[src/rtl/piso_serializer8.sv]
// piso_serializer8: parallel-in, serial-out frame serializer, MSB first.
// A load in IDLE or DONE captures PI and shifts it out over WIDTH cycles.
// The frame ends with a single DONE cycle that pulses done.
// Optional feature macro: PISO_PARITY_EN. When it is defined, one even-parity
// bit (PAR state) follows the data bits.
//
// Handshake: load is a request and has no ready. It is accepted only when the
// FSM is in IDLE or DONE. A load while busy is dropped and is not queued.
// busy=1 marks cycles where SO carries frame content. done=1 marks the single
// cycle after the last bit.
module piso_serializer8 #(
  parameter int WIDTH = 8
) (
  input  logic             clk,
  input  logic             rst,
  input  logic [WIDTH-1:0] PI,
  input  logic             load,
  output logic             SO,
  output logic             busy,
  output logic             done,
  output logic [1:0]       state_dbg_o
);

  localparam int CW = $clog2(WIDTH);
  localparam logic [CW-1:0] CNT_LAST = CW'(WIDTH - 1);

  typedef enum logic [1:0] {
    S_IDLE  = 2'd0,
    S_SHIFT = 2'd1,
`ifdef PISO_PARITY_EN
    S_PAR   = 2'd2,
`endif
    S_DONE  = 2'd3
  } state_t;

  state_t           state_q, state_d;
  logic [WIDTH-1:0] sr_q, sr_d;
  logic [CW-1:0]    cnt_q, cnt_d;
`ifdef PISO_PARITY_EN
  logic             par_q, par_d;
`endif

  // State, shift register and bit counter; reset aborts any frame in flight.
  always_ff @(posedge clk) begin
    if (rst) begin
      state_q <= S_IDLE;
      sr_q    <= '0;
      cnt_q   <= '0;
`ifdef PISO_PARITY_EN
      par_q   <= 1'b0;
`endif
    end else begin
      state_q <= state_d;
      sr_q    <= sr_d;
      cnt_q   <= cnt_d;
`ifdef PISO_PARITY_EN
      par_q   <= par_d;
`endif
    end
  end

  // Next-state logic. DONE accepts a load exactly like IDLE, so frames can run back to back.
  always_comb begin
    state_d = state_q;
    sr_d    = sr_q;
    cnt_d   = cnt_q;
`ifdef PISO_PARITY_EN
    par_d   = par_q;
`endif
    case (state_q)
      S_IDLE, S_DONE: begin
        if (load) begin
          sr_d    = PI;
          cnt_d   = '0;
`ifdef PISO_PARITY_EN
          par_d   = ^PI;
`endif
          state_d = S_SHIFT;
        end else begin
          state_d = S_IDLE;
        end
      end
      S_SHIFT: begin
        sr_d  = {sr_q[WIDTH-2:0], 1'b0};
        cnt_d = cnt_q + 1'b1;
        if (cnt_q == CNT_LAST) begin
`ifdef PISO_PARITY_EN
          state_d = S_PAR;
`else
          state_d = S_DONE;
`endif
        end
      end
`ifdef PISO_PARITY_EN
      S_PAR: begin
        state_d = S_DONE;
      end
`endif
      default: begin
        state_d = S_IDLE;
      end
    endcase
  end

  // Outputs decode straight from registered state, so SO is flop-sourced and glitch-free in practice.
  always_comb begin
    SO   = 1'b0;
    busy = 1'b0;
    done = 1'b0;
    case (state_q)
      S_SHIFT: begin
        SO   = sr_q[WIDTH-1];
        busy = 1'b1;
      end
`ifdef PISO_PARITY_EN
      S_PAR: begin
        SO   = par_q;
        busy = 1'b1;
      end
`endif
      S_DONE: begin
        done = 1'b1;
      end
      default: begin
        SO   = 1'b0;
      end
    endcase
  end

  assign state_dbg_o = state_q;

endmodule

[config.mk]
export PLATFORM = sky130hd
export DESIGN_NAME = piso_serializer8
export DESIGN_NICKNAME = d
export VERILOG_FILES = /design/src/rtl/piso_serializer8.sv
export SDC_FILE = /design/constraint.sdc
export NUM_CORES = 1
export LEC_CHECK = 0
export CORE_AREA = 4 4 44 46
export DETAILED_ROUTE_END_ITERATION = 16
export DIE_AREA = 0 0 48 50
export PLACE_DENSITY = 0.76
export SYNTH_ARGS = -nofsm -noshare
export SYNTH_HDL_FRONTEND = slang
export SYNTH_SLANG_ARGS = --single-unit
[constraint.sdc]
create_clock -name clk -period 1.7 [get_ports clk]
set_input_delay 0.34 -clock clk [delete_from_list [all_inputs] [get_ports clk]]
set_output_delay 0.34 -clock clk [all_outputs]
set_load 0.01 [all_outputs]
Word level (Yosys, flattened, before mapping)
Cells that the tools add are included.

Add/subtract/negate cells: 1. Equal/unequal tests: 5. Mux-type cells: 10. Reductions and logical operators: 4.

Operator list (number): case mux 8 bit (2 select lines) (1); 2-to-1 mux 8 bit (1); case mux 3 bit (2 select lines) (1); 2-to-1 mux 1 bit (4); inequality test 2 bit (second input constant) (2); case mux 2 bit (2 select lines) (1); adder 3 x 1 -> 3 bit (second input constant) (1); == test 3 bit (second input constant) (1); 2-to-1 mux 3 bit (1); == test 2 x 1 -> 1 bit (second input constant) (1); == test 2 bit (second input constant) (1); logical NOT 2 bit (1); 2-to-1 mux 2 bit (1); AND reduction 2 bit (1); nonzero test 2 bit (1); OR reduction 2 bit (1).

Register bits: 13. Bits of input ports: 11. Output and inout bits: 5. Word-level logic and storage cells: 23.

Longest topological paths before layout
Depth in word-level cells: 4. Depth in mapped cells: 7. Gate-level depth less buffers: 5.

Worst setup path before layout
No wires, ideal clock.

Path kind: reg2reg. Start point: register state_q[0] (netlist: state_dbg_o[0]). End point: register cnt_q[0]. Library setup time: 0.141 ns. Arrival time: 1.476 ns. Required time: 1.559 ns. Path slack: 0.083 ns. Stages on the path, launching flop included: 7. Path buffers: 1. Clock period less this slack: 1.617 ns. Cell sequence: dfxtp_1 inv_1 ha_1 mux2_4 buf_8 nand3b_1 a21oi_1.

Cells in the longest elaborated chain, start to end: 4. Elaborated cells between the ends (all ways): 8. Those cells by class: eq/ne: 3; mux: 1; reduce/logical: 4.

RTL lines: from (decl) (line 36) `state_t state_q, state_d;`; from (signal assigned) (line 53) `state_q <= state_d;`; == test 2 bit or logical NOT 2 bit (tied branches) (line 70) `case (state_q)`; OR reduction 2 bit (line 70); inequality test 2 bit (no line) or nonzero test 2 bit (tied branches); AND reduction 2 bit (no line); to (signal assigned) (line 55) `cnt_q <= cnt_d;`; to (decl) (line 38) `logic [CW-1:0] cnt_q, cnt_d;`.

Several ways; a longest one is shown, not always the timed one. A chain may end at the register's enable or synchronous reset.

Worst setup path in the final report
Start point: register state_q[1] (netlist: state_dbg_o[1]). End point: output SO.

Cells in the longest elaborated chain, start to end: 2.

RTL lines: == test 2 x 1 -> 1 bit (line 110) `case (state_q)`; 2-to-1 mux 1 bit (line 110); to (decl) (line 18) `output logic SO,`.

Every way passes these cells.

==> results.toml <==
[layout]
design.final.nets = 106
count_of_inserted_antenna_diode_cells = 0
final.fill_count = 130
instances_no_fill = 104
drive_above_1_share = 0.250
syn2layout_area_growth_pct = 26.4

[status]
status = "finished clean"

[routing]
drc = 0
drt_pass1_iterations = 4
routed_wl_um = 1280
route.vias.total = 550
route.detailed.vias_per_inst = 5.29
initialDrtViolationCount = 12
postRouteAntennaNets = 0
routedWlPerCell_um = 12.3

[sta]
setup_viol = 0
finalCritPeriodShare = 0.954
fin_skew_ns = 0.00185
grt_setup_unrepaired = "no"
min_period_ns = 1.62
max_slew_margin = 0.750
totalNegativeSetupSlack_ns = 0
finalHoldViolations = 0
fmax_ghz = 0.616
max_slew.worst_pin.slew_ns = 0.365
setup_ws_ns = 0.0776
maxSlewViolCount = 0

[power]
clock_power_share = 0.249
leakage_power_nw = 0.369
worst_ir_drop_on_vdd_v = 0.000487
power.density_nw_per_um2 = 848
p_sw_frac = 0.306
net-switching-power_w = 0.000236
power.internal_w = 0.000536
share_seq_of_total_power = 0.458
logic_pwr_share = 0.293

[placed_design]
port-buffer-count = 15
dp.cells = 100
setup_slack_placement_ns = 0.0928
finalWeightedCongestion = 0.796
dp_hpwl_um = 960

[synthesis]
synth_compound_gate_area_share = 0.177
syn_avg_cell_area_um2 = 10.4
syn_nets = 86
netlist_instances = 69
post_synth_xor_area_fraction = 0
synthDominantAreaCellType = "sky130_fd_sc_hd__dfxtp_1"
synth.lib_cells_used.distinct = 21
yosys-top-cells-area = "sky130_fd_sc_hd__dfxtp_1, sky130_fd_sc_hd__mux2i_1, sky130_fd_sc_hd__a211oi_2, sky130_fd_sc_hd__ha_1, sky130_fd_sc_hd__nor2_1"
postSynthRegisterBits = 13
synth.cell_area_um2 = 721
largest_family_of_logic_cells_by_synthesized_area = "compound AO/OA/AOI/OAI gates"
netlist.area_leader.share = 0.361
synth_simple_gate_area_frac = 0.149
yosysWarningCount = 0
area_share_of_fa_ha_maj_cells_after_synthesis = 0.104
yosysSeqAreaShare = 0.361
post_synthesis_mux_area_share = 0.146

[clocking]
cts_tree = "done"
clkSinkCount = 13
cts-root-to-sink-buffers = 2
ctsHoldBuffers = 0
worst_skew_pair.late_latency_ns = 0.27
htree_levels = 1
cts_inserted_buffers = 3
root_buffer = "sky130_fd_sc_hd__clkbuf_4"
clock_pin_slew_reported_for_the_worst_setup_and_hold_paths_after_clock_tree_synthesis_ns = 0.09

[worst_setup_path]
worstRegToRegCells = 5
critPathMaxStageDelay_ns = 0.33
r2r_setup_slack_ns = 0.13
worst-endpoint-arrival_ns = 1.28
cp.required_ns = 1.36
crit_path_max_delay_family = "flip-flops"
cp_cell_sequence = "inv_1 > ha_2 > and2_1 > dlygate4sd2_1"
r2r_start = "state_dbg_o[1]$_SDFFE_PP0P_"
worstSetupEndpointType = "output port"
crit_path_max_fanout = 4
worst_r2r_endpoint = "sr_q[4]$_SDFFE_PP0P_"
path_buf_inv = 2
startpoint_type = "flop"
critPathSlowestCell = "sky130_fd_sc_hd__dfxtp_1"
worst-setup-path-type = "reg2out"

[grt]
grt_first_pass_wirelength_um = 2270
via_count_of_the_first_global_routing_pass = 551
number_of_antenna_violations_at_the_first_check_in_global_routing = 0
gr-usage-all-layers = 0.125
grt_overflow = 0
grt_start_max_net_pins = 18

[floorplanning]
placement_rows = 14
die_h_um = 50
floorplan.core_area_um2 = 1510
dieWidth_um = 48
floorplan.die_area_um2 = 2400
io_pins = 16
floorplan.initialDensity = 0.478

[min_path]
hold_sp = "sr_q[0]$_SDFFE_PP0P_"
worst_hold_path_type = "reg2reg"
endpoint_of_the_worst_hold_path = "sr_q[0]$_SDFFE_PP0P_"
whs_path_depth = 2

[job]
maxCapViolCount = 0
repair_timing:
| item | CTS | global route |
|---|---|---|
| setup buffers | 0 | 0 |
| gates resized for setup | 5 | 0 |
| endpoints found under the setup margin | 3 | 0 |
cell usage after synthesis:
cell and instances:
sky130_fd_sc_hd__dfxtp_1 13, sky130_fd_sc_hd__mux2i_1 9, sky130_fd_sc_hd__nor2_1 9, sky130_fd_sc_hd__a211oi_2 7, sky130_fd_sc_hd__ha_1 6, sky130_fd_sc_hd__nand2_1 5
sky130_fd_sc_hd__a21oi_1 3, sky130_fd_sc_hd__a21oi_2 2, sky130_fd_sc_hd__inv_1 2, sky130_fd_sc_hd__nand3_2 2, sky130_fd_sc_hd__and2_1 1, sky130_fd_sc_hd__buf_1 1
sky130_fd_sc_hd__buf_4 1, sky130_fd_sc_hd__buf_6 1, sky130_fd_sc_hd__buf_8 1, sky130_fd_sc_hd__mux2_4 1, sky130_fd_sc_hd__nand3_1 1, sky130_fd_sc_hd__nand3b_1 1
sky130_fd_sc_hd__nand4b_1 1, sky130_fd_sc_hd__o211ai_1 1, sky130_fd_sc_hd__or2b_1 1
sequential cells by signal, summed over array words and instances (netlist names):
register / flops
state_dbg_o: 2
sr_q: 8
cnt_q: 3
worst min-delay path: stages, from the launching register on:
cell                      delay (ns)
sky130_fd_sc_hd__dfxtp_1        0.32
sky130_fd_sc_hd__nand2_1        0.05
sky130_fd_sc_hd__a21oi_1        0.05
power groups by stage:
stage / combinational, W / clock (W) / sequential (W)
finish: 0.000226 / 0.000192 / 0.000354
global route: 0.000252 / 0.000215 / 0.000358
CTS: 0.000229 / 0.000201 / 0.000354
detailed placement: 0.000229 / 0 / 0.000361
global placement: 0.000226 / 0 / 0.000359
floorplan: 0.000169 / 0 / 0.000361
worst max-delay path by stage:
stage                           startpoint               endpoint  slack, ns  depth (start not counted)
2_1_floorplan  state_dbg_o[0]$_SDFFE_PP0P_  cnt_q[0]$_SDFFE_PP0P_       0.08                          6
3_3_place_gp   state_dbg_o[1]$_SDFFE_PP0P_                     SO       0.14                          4
3_5_place_dp   state_dbg_o[1]$_SDFFE_PP0P_                     SO       0.09                          4
4_1_cts        state_dbg_o[0]$_SDFFE_PP0P_         state_dbg_o[0]       0.06                          2
5_1_grt        state_dbg_o[1]$_SDFFE_PP0P_                     SO      0.005                          4
6_report       state_dbg_o[1]$_SDFFE_PP0P_                     SO       0.08                          4
cell families after synthesis:
family,after synthesis
buffers and inverters,6
muxes,10
adders and majority gates,6
DFF,13
and+or+nand+nor,21
AOI/OAI and AO/OA,13
final cells by class:
type,count,area [um^2],area share
multi-input combinational,50,418,0.459
tap,16,20.0,0.0220
sequential,13,262,0.287
timing repair buffer,19,176,0.194
clock inverter,1,5.00,0.00549
clock buffer,3,22.5,0.0247
inverter,2,7.51,0.00824
cell usage in the layout (no fill, tap or decap):
| cell type | count |
|---|---|
| sky130_fd_sc_hd__a211oi_2 | 7 |
| sky130_fd_sc_hd__a21oi_1 | 3 |
| sky130_fd_sc_hd__a21oi_2 | 2 |
| sky130_fd_sc_hd__and2_1 | 1 |
| sky130_fd_sc_hd__buf_4 | 4 |
| sky130_fd_sc_hd__clkbuf_4 | 3 |
| sky130_fd_sc_hd__clkdlybuf4s50_1 | 12 |
| sky130_fd_sc_hd__clkinv_2 | 1 |
| sky130_fd_sc_hd__dfxtp_1 | 12 |
| sky130_fd_sc_hd__dfxtp_2 | 1 |
| sky130_fd_sc_hd__dlygate4sd2_1 | 3 |
| sky130_fd_sc_hd__ha_1 | 5 |
| sky130_fd_sc_hd__ha_2 | 1 |
| sky130_fd_sc_hd__inv_1 | 2 |
| sky130_fd_sc_hd__mux2_4 | 1 |
| sky130_fd_sc_hd__mux2i_1 | 9 |
| sky130_fd_sc_hd__nand2_1 | 5 |
| sky130_fd_sc_hd__nand3_1 | 1 |
| sky130_fd_sc_hd__nand3_2 | 2 |
| sky130_fd_sc_hd__nand3b_1 | 1 |
| sky130_fd_sc_hd__nand4b_1 | 1 |
| sky130_fd_sc_hd__nor2_1 | 9 |
| sky130_fd_sc_hd__o211ai_1 | 1 |
| sky130_fd_sc_hd__or2b_1 | 1 |
layer usage:
metal  global-route usage  wire [um]
met4               0.0404          6
met3               0.0218         70
met1                0.156        596
met2                0.207        603
met5                    0          0
metrics by stage:
stage	power, W	hold WS, ns	utilization	area [um^2]
2_1_floorplan	0.000530	0.405	-	721
3_3_place_gp	0.000585	0.444	0.586	883
3_5_place_dp	0.000590	0.453	0.586	883
4_1_cts	0.000783	0.466	0.605	911
5_1_grt	0.000825	0.483	0.605	911
6_report	0.000772	0.462	0.605	911
(Power assumes the default switching activity.)
